**config.mk**
```make
export PLATFORM = sky130hd
export DESIGN_NAME = instr_decoder
export DESIGN_NICKNAME = d
export VERILOG_FILES = /design/src/rtl/instr_decoder.sv
export SDC_FILE = /design/constraint.sdc
export NUM_CORES = 1
export LEC_CHECK = 0
export CAP_MARGIN = 20
export CORE_MARGIN = 4
export CORE_UTILIZATION = 45
export DETAILED_ROUTE_END_ITERATION = 6
export PLACE_DENSITY = 0.8
export SKIP_CTS_REPAIR_TIMING = 1
export SLEW_MARGIN = 20
export SYNTH_ARGS = -nofsm -noshare
export SYNTH_HDL_FRONTEND = slang
export SYNTH_SLANG_ARGS = --single-unit
```
**constraint.sdc**
```tcl
create_clock -name clk -period 3.02 [get_ports clk]
set_clock_uncertainty 0.1 [all_clocks]
set_input_delay 0.604 -clock clk [delete_from_list [all_inputs] [get_ports clk]]
set_output_delay 0.604 -clock clk [all_outputs]
set_load 0.05 [all_outputs]
```
**src/rtl/instr_decoder.sv**
```systemverilog
// instr_decoder: two-byte SPI command decoder driving single-cycle register
// read/write strobes. Byte 0 is {rw, rsvd, addr}, byte 1 is write data or a
// dummy byte during which the read result is shifted out.
module instr_decoder #(
    parameter int                ADDR_W   = 6,
    parameter int                DATA_W   = 8,
    parameter logic [ADDR_W-1:0] MAX_ADDR = 6'h0D
) (
    input  logic              clk,
    input  logic              rst_n,
    input  logic              cs_n,
    input  logic              byte_sync,
    input  logic [DATA_W-1:0] data_in,
    output logic [DATA_W-1:0] data_out,
    output logic              read,
    output logic              write,
    output logic [ADDR_W-1:0] addr,
    input  logic [DATA_W-1:0] data_read,
    output logic [DATA_W-1:0] data_write,
    output logic              err_addr,
    output logic              err_rsvd
);

    typedef enum logic [1:0] {
        IDLE      = 2'd0,
        RD_STROBE = 2'd1,
        DATA      = 2'd2,
        WR_STROBE = 2'd3
    } state_t;

    state_t state_reg;
    logic   rw_reg;        // 1 = current frame is a write command
    logic   suppress_reg;  // reserved-bit command: consume byte 1, no access

    logic              cmd_valid;
    logic              cmd_rw;
    logic              cmd_rsvd;
    logic [ADDR_W-1:0] cmd_addr;

    // Field split of the incoming command byte, qualified by an active frame
    always_comb begin
        cmd_valid = byte_sync & ~cs_n;
        cmd_rw    = data_in[DATA_W-1];
        cmd_rsvd  = data_in[DATA_W-2];
        cmd_addr  = data_in[ADDR_W-1:0];
    end

    // Frame state machine with registered strobes, address, data and error flags
    always_ff @(posedge clk or negedge rst_n) begin
        if (!rst_n) begin
            state_reg    <= IDLE;
            rw_reg       <= 1'b0;
            suppress_reg <= 1'b0;
            data_out     <= '0;
            read         <= 1'b0;
            write        <= 1'b0;
            addr         <= '0;
            data_write   <= '0;
            err_addr     <= 1'b0;
            err_rsvd     <= 1'b0;
        end else begin
            // Strobes are single-cycle unless explicitly raised below
            read  <= 1'b0;
            write <= 1'b0;

            case (state_reg)
                IDLE: begin
                    if (cmd_valid) begin
                        rw_reg <= cmd_rw;
                        if (cmd_rsvd) begin
                            // Keep the old address; byte 1 is swallowed in DATA
                            err_rsvd     <= 1'b1;
                            suppress_reg <= 1'b1;
                            state_reg    <= DATA;
                        end else begin
                            addr         <= cmd_addr;
                            suppress_reg <= 1'b0;
                            if (cmd_addr > MAX_ADDR) begin
                                // Access still goes out; the flag just records it
                                err_addr <= 1'b1;
                            end else begin
                                err_addr <= 1'b0;
                                err_rsvd <= 1'b0;
                            end
                            if (cmd_rw) begin
                                state_reg <= DATA;
                            end else begin
                                read      <= 1'b1;
                                state_reg <= RD_STROBE;
                            end
                        end
                    end
                end

                RD_STROBE: begin
                    // Register file answers combinationally while read=1
                    data_out  <= data_read;
                    state_reg <= cs_n ? IDLE : DATA;
                end

                DATA: begin
                    if (cs_n) begin
                        // Abort: a pending write is dropped
                        state_reg <= IDLE;
                    end else if (byte_sync) begin
                        if (rw_reg && !suppress_reg) begin
                            data_write <= data_in;
                            write      <= 1'b1;
                            state_reg  <= WR_STROBE;
                        end else begin
                            state_reg <= IDLE;
                        end
                    end
                end

                WR_STROBE: begin
                    // Pulse already issued completes; any byte here is discarded
                    state_reg <= IDLE;
                end

                default: state_reg <= IDLE;
            endcase
        end
    end

endmodule

```
## Yosys cells after proc, flatten, opt, wreduce, memory -nomap -nowiden

Cells that the tools add are included.

| word-level totals | value |
|---|---|
| flip-flop bits (word level) | 30 |
| output and inout bits | 26 |

| cells by class | value |
|---|---|
| $lt $le $gt $ge | 1 |
| eq/ne operators | 6 |
| multiplexer cells | 20 |
| bitwise gates (word level) | 3 |
| reduce and logical (&&, ||, !) cells | 8 |

Operators with widths:

| operator | number |
|---|---|
| 2-bit 2-to-1 mux | 7 |
| 1-bit 2-to-1 mux | 12 |
| 2-bit case mux with 4 select lines | 1 |
| 6-bit by 4-bit greater-than comparator with 1-bit output (second input constant) | 1 |
| 3-bit AND reduction | 2 |
| 2-bit equality test (second input constant) | 2 |
| 2-bit inequality test (second input constant) | 2 |
| 2-bit AND reduction | 2 |
| 4-bit AND reduction | 1 |
| 3-bit inequality test (second input constant) | 1 |
| 2-bit by 1-bit equality test with 1-bit output (second input constant) | 1 |
| 2-bit logical NOT | 1 |
| 1-bit inverter | 2 |
| 1-bit bitwise AND | 1 |
| 1-bit logical AND | 1 |
| 1-bit logical NOT | 1 |

## Logic depth before layout (Yosys ltp)

Gate-level depths: netlist of the first run.

| depth | value |
|---|---|
| depth in word-level cells | 6 |
| gate-level depth with buffers | 4 |
| mapped depth without buffers | 3 |

## Least setup slack after synthesis of the first run

No wires, ideal clock.

| path | value |
|---|---|
| kind | input port to flip-flop |
| start point | input port cs_n |
| end point | register addr[0] |
| setup time | 0.125 ns |
| arrival | 1.695 ns |
| data required time | 2.795 ns |
| path slack | 1.100 ns |
| stages | 4 |
| path buffers | 1 |
| cells stage by stage | or4b_1 -> buf_2 -> nor2_8 -> mux2_2 |

| between the ends | value |
|---|---|
| word-level cells in the longest chain between the ends | 3 |

RTL lines:

| what | line | RTL |
|---|---|---|
| start: declaration | 11 | `input logic cs_n,` |
| 1-bit inverter (no line) | n/a |  |
| 1-bit bitwise AND | 42 | `cmd_valid = byte_sync & ~cs_n;` |
| 3-bit AND reduction (no line) | n/a |  |
| end signal: assignment | 76 | `addr <= cmd_addr;` |
| end: declaration | 17 | `output logic [ADDR_W-1:0] addr,` |

No other way between the ends.
A chain may end at the register's enable or synchronous reset.

## Worst setup path after layout of the first run

| path | value |
|---|---|
| start point | input port byte_sync |
| end point | register addr[1] |

| between the ends | value |
|---|---|
| word-level cells in the longest chain between the ends | 2 |

RTL lines:

| what | line | RTL |
|---|---|---|
| start: declaration | 12 | `input logic byte_sync,` |
| 1-bit bitwise AND | 42 |  |
| 3-bit AND reduction (no line) | n/a |  |

No other way between the ends.

==> metrics.txt, run 1 <==
fmax 449 MHz; GP Congestion about 0.71; Crit path max-delay family simple AND/OR/NAND/NOR gates; die area 0.00348 sq mm; fin crit share 0.737; Ports 46; Post-Syn Nets 98; via count of the first global-routing pass 897; r2r setup slk roughly 1100 ps; Via density 5.16; startpoint types primary input; Worst R2R End addr[1]; CTS tree built; Clock Path Buffers 2; initial antenna violation count 0; cell area after placement 0.00166 sq mm; core footprint 0.00248 sq mm; GRT Residual Overflow 0; Ys Warns 0; design area 0.00172 sq mm; commonest non-fill, non-tap cell in the layout clkdlybuf4s50_1; GRT Total Usage 0.171; CTS Sinks 30; CP Buf/Inv Count 1; storage element area 751 sq um; unrepaired setup endpoints after global routing false; initial drt markers 11; pwr dens 895 mW/mm^2; worst hold endpoint data_write[6]; fin nets about 150; chip width 59.0 um; CP max stage cell or4b_1; drt drc 0; worst skew pair latency 320 ps; R2R Path Start state_reg[1]; proportion of layout cells with a drive suffix above 1 0.254; synth top area cells dfrtp_1, mux2_2, nor2_8; area share of the largest cell type after synthesis 0.642; Hold Path Depth 1; commonest non-fill, non-tap cells in the layout clkdlybuf4s50_1, dfrtp_1, mux2_2; Starting Density 0.472; max_cap viols 0; area occupied by multi-input gates 394 sq um; via count slightly above 800; average cell area after synthesis 15.0 sq um; min cycle time layout approximately 2200 ps; status finished, final reports clean; Rel. slew slack 0.626; CP Class in -> reg; Req. time, crit path 3120 ps; Seq cells post-synth 30; drt first pass iters 2; Yosys cell types 18; crit-path max FO 8; Sum Neg Setup Slack 0 ps; VDD IR max 0.000646 V; Pleak 0.756 nW; row cnt 18; Final Hold Viols 0; sequential share of the synthesized area 0.642; final setup vio count 0; Clk Tree Root Cell clkbuf_4; fin. max-slew vios 0; worst hold path type reg -> reg; Die Y 59.0 um; n_diodes 0; area leader, netlist dfrtp_1; IO buf count 45; DP HPWL 1.91 mm; first-pass GRT wire length 4.31 mm; Inserted Clock Buffers 5; WL per Instance 15.8 um; Post-Route WL 2.54 mm; Setup crit end kind flip-flop; CP arrival between 2000 and 2500 ps; Worst-Margin Slew 560 ps; CP max stage delay 630 ps; P&R area growth vs syn 46.8%; Max H-tree Level 2; largest net degree at the start of global routing 31; Final ANT Viol Nets 0; Worst-path clk slew 80 ps; Fillers between 150 and 200; largest registers data_out (8), data_write (8), addr (6); cells after synthesis 78; mapped cell area 0.00117 sq mm; Hold Path Origin data_write[6]; reg2reg path depth 3; CP cell instances clkdlybuf4s50_1 > or4b_1 > nor2_8 > mux2_2
-- cells in the mapped netlist (all sizes together) --
master and number:
dfrtp 30, mux2 24, inv 4, nor2 3, o21ai 3, a21oi 2
nor3 2, a221oi 1, a311o 1, buf 1, clkbuf 1, nand2b 1
nand4 1, nor2b 1, nor4 1, o21bai 1, or4b 1
-- worst register-to-register path, cell delays in order (launching register included) --
cell	delay, ps
dfrtp_1	440
or4b_1	720
nor2_8	210
mux2_2	360
-- area by class of cell --
class / instances / area share
clock buffers: 7 / 0.0321
flip-flops and latches: 30 / 0.438
clock inverters: 1 / 0.00292
inverters: 4 / 0.00875
repair buffers: 46 / 0.267
well taps: 30 / 0.0219
multi-input cells: 42 / 0.230
-- metrics by stage --
stage / std cells / hold slack [ps] / setup slack, ps / total power, mW / utilization
final: 160 / 411 / 793 / 1.54 / 0.692
after global routing: 160 / 428 / 740 / 1.62 / 0.692
after floorplan: 78 / 208 / 1100 / 1.03 / -
after detailed placement: 152 / 394 / 461 / 1.31 / 0.668
after global placement: 152 / 379 / 520 / 1.29 / 0.668
after CTS: 160 / 416 / 773 / 1.56 / 0.692
-- cells by family after synthesis --
group / after synthesis / synth area share
buffers and inverters: 6 / 0.0203
muxes: 24 / 0.231
AOI/OAI and AO/OA: 8 / 0.0439
DFF: 30 / 0.642
and+or+nand+nor: 10 / 0.0621
-- layer usage --
metal | GRT usage | routed length [um] | vias to the layer above
met5 | 0 | 0 | -
met4 | 0.0712 | 65 | 0
met3 | 0.0943 | 315 | 7
met2 | 0.254 | 1150 | 46
met1 | 0.205 | 1010 | 392
li1 | - | - | 380
-- worst max path at each step --
| stage | start | end | slack [ps] | cells past startpoint |
|---|---|---|---|---|
| CTS | addr[4] | addr[4] | 770 | 1 |
| global placement | byte_sync | addr[5] | 520 | 4 |
| floorplan | cs_n | addr[0] | 1100 | 4 |
| detailed placement | byte_sync | addr[1] | 460 | 4 |
| finish | byte_sync | addr[1] | 790 | 4 |
| global route | addr[1] | addr[1] | 740 | 1 |
-- power breakdown --
part / switching [mW] / internal, mW / total (mW) / leakage [nW]
clock: 0.126 / 0.113 / 0.239 / 0.0353
sequential: 0.0566 / 0.509 / 0.565 / 0.369
combinational: 0.463 / 0.269 / 0.732 / 0.352
Note: power is estimated with default switching activity, not from simulation.
==> run 2, diff against run 1 <==
--- a/config.mk
+++ b/config.mk
@@ -7,9 +7,9 @@
 export LEC_CHECK = 0
 export CAP_MARGIN = 20
 export CORE_MARGIN = 4
-export CORE_UTILIZATION = 45
+export CORE_UTILIZATION = 42
 export DETAILED_ROUTE_END_ITERATION = 6
-export PLACE_DENSITY = 0.8
+export PLACE_DENSITY = 0.76
 export SKIP_CTS_REPAIR_TIMING = 1
 export SLEW_MARGIN = 20
 export SYNTH_ARGS = -nofsm -noshare
==> constraint.sdc (replaced) <==
create_clock -name clk -period 2.1 [get_ports clk]
set_clock_uncertainty 0.1 [all_clocks]
set_input_delay 0.42 -clock clk [delete_from_list [all_inputs] [get_ports clk]]
set_output_delay 0.42 -clock clk [all_outputs]
set_load 0.05 [all_outputs]
==> run 2 against run 1 <==
Effect of this change: utilization rose by 0.54 points; via count decreased by 1.6%; first-iteration DRC count increased by 130%; wire length is 0.99% higher.
==> metrics.txt, run 2 (synthesis results as in run 1) <==
status finished, final reports clean; Pleak 0.798 nW; IO buf count 45; core footprint 0.00257 sq mm; initial drt markers 25; largest registers data_out (8), data_write (8), addr (6); commonest non-fill, non-tap cells in the layout clkdlybuf4s50_1, dfrtp_1, mux2_2; Crit path max-delay family buffers and inverters; fin. max-slew vios 0; Max H-tree Level 2; Die Y just over 60 um; CP cell instances clkdlybuf4s50_1; Ports 46; CP Class reg -> out; via count 812; dpl cells 155; GP Congestion 0.729; Worst-Margin Slew 524 ps; DP HPWL 1.83 mm; final setup vio count 0; initial antenna violation count 0; GRT Residual Overflow 0; Sum Neg Setup Slack 0 ps; r2r setup slk 220 ps; cell count along the critical path 1; worst skew pair latency 330 ps; Final Util 0.698; startpoint types flip-flop; via count of the first global-routing pass 892; worst hold path type in -> async; fin nets 152; crit path launch err_rsvd; CP max stage delay 810 ps; proportion of layout cells with a drive suffix above 1 0.278; Post-Route WL 2.56 mm; n_diodes 0; Worst R2R End err_addr; CTS Sinks 30; Inserted Clock Buffers 5; crit-path max FO 2; drt first pass iters 3; fmax between 400 and 500 MHz; GRT Total Usage 0.161; Starting Density 0.455; Setup crit end kind output port; Clk Tree Root Cell clkbuf_4; unrepaired setup endpoints after global routing false; Rel. slew slack 0.650; largest net degree at the start of global routing 31; P&R area growth vs syn 53.3%; fin crit share 0.968; row cnt 18; Worst-path clk slew 100 ps; Setup crit end err_rsvd; Final ANT Viol Nets 0; first-pass GRT wire length 4.15 mm; Req. time, crit path 1580 ps; CP Buf/Inv Count 1; reg2reg path depth 3; R2R Path Start state_reg[1]; post-layout instance count excluding filler cells about 160; WL per Instance 15.7 um; max_cap viols 0; Via density 4.98; die area 0.00369 sq mm; min cycle time layout between 2000 and 2500 ps; VDD IR max about 0.0014 V; chip width between 60 and 70 um; commonest non-fill, non-tap cell in the layout clkdlybuf4s50_1; CTS tree built; Final Hold Viols 0; CP arrival 1510 ps; drt drc 0; pwr dens 1380 mW/mm^2; CP max stage cell clkdlybuf4s50_1; Clock Path Buffers 2
==> run 2: layout make-up <==
class                      instances  area [sq um]
clock inverter                     2          60.1
clock buffer                       6          51.3
tap                               30          37.5
inverter                           4          15.0
sequential                        30           751
timing repair buffer              49           483
fill                             190           776
multi-input combinational         42           394
==> run 2: through the flow <==
step	hold WS [ps]	cell area, sq um	setup WS, ps	power, mW
2_1_floorplan	24.4	1170	324	1.48
3_3_place_gp	382	1680	-156	1.86
3_5_place_dp	391	1680	-189	1.88
4_1_cts	367	1790	11.0	2.50
5_1_grt	371	1790	3.11	2.58
6_report	368	1790	66.3	2.47
==> run 2: how the worst min path moves through the flow <==
stage          slack [ps]            to
6_report              370   data_out[0]
2_1_floorplan          20       addr[0]
3_5_place_dp          390   data_out[1]
3_3_place_gp          380        rw_reg
5_1_grt               370  state_reg[1]
4_1_cts               370   data_out[0]
==> run 2: per-layer routing <==
| metal | track usage | wire (um) | vias to the layer above |
|---|---|---|---|
| met5 | 0 | 0 | - |
| met4 | 0.0650 | 13 | 0 |
| met3 | 0.0830 | 278 | 2 |
| met2 | 0.263 | 1200 | 40 |
| met1 | 0.177 | 1070 | 385 |
| li1 | - | - | 385 |
==> run 2: report_power, final <==
group          switching (mW)  internal [mW]
Combinational           0.664          0.390
Clock                   0.197          0.403
Sequential             0.0812          0.731
==> run 3, diff against run 2 <==
--- a/config.mk
+++ b/config.mk
@@ -5,7 +5,7 @@
 export SDC_FILE = /design/constraint.sdc
 export NUM_CORES = 1
 export LEC_CHECK = 0
-export CAP_MARGIN = 20
+export CAP_MARGIN = 40
 export CORE_MARGIN = 4
 export CORE_UTILIZATION = 42
 export DETAILED_ROUTE_END_ITERATION = 6
==> results of run 3 <==
The final DEF is identical to that of run 2; final timing and power are the same.
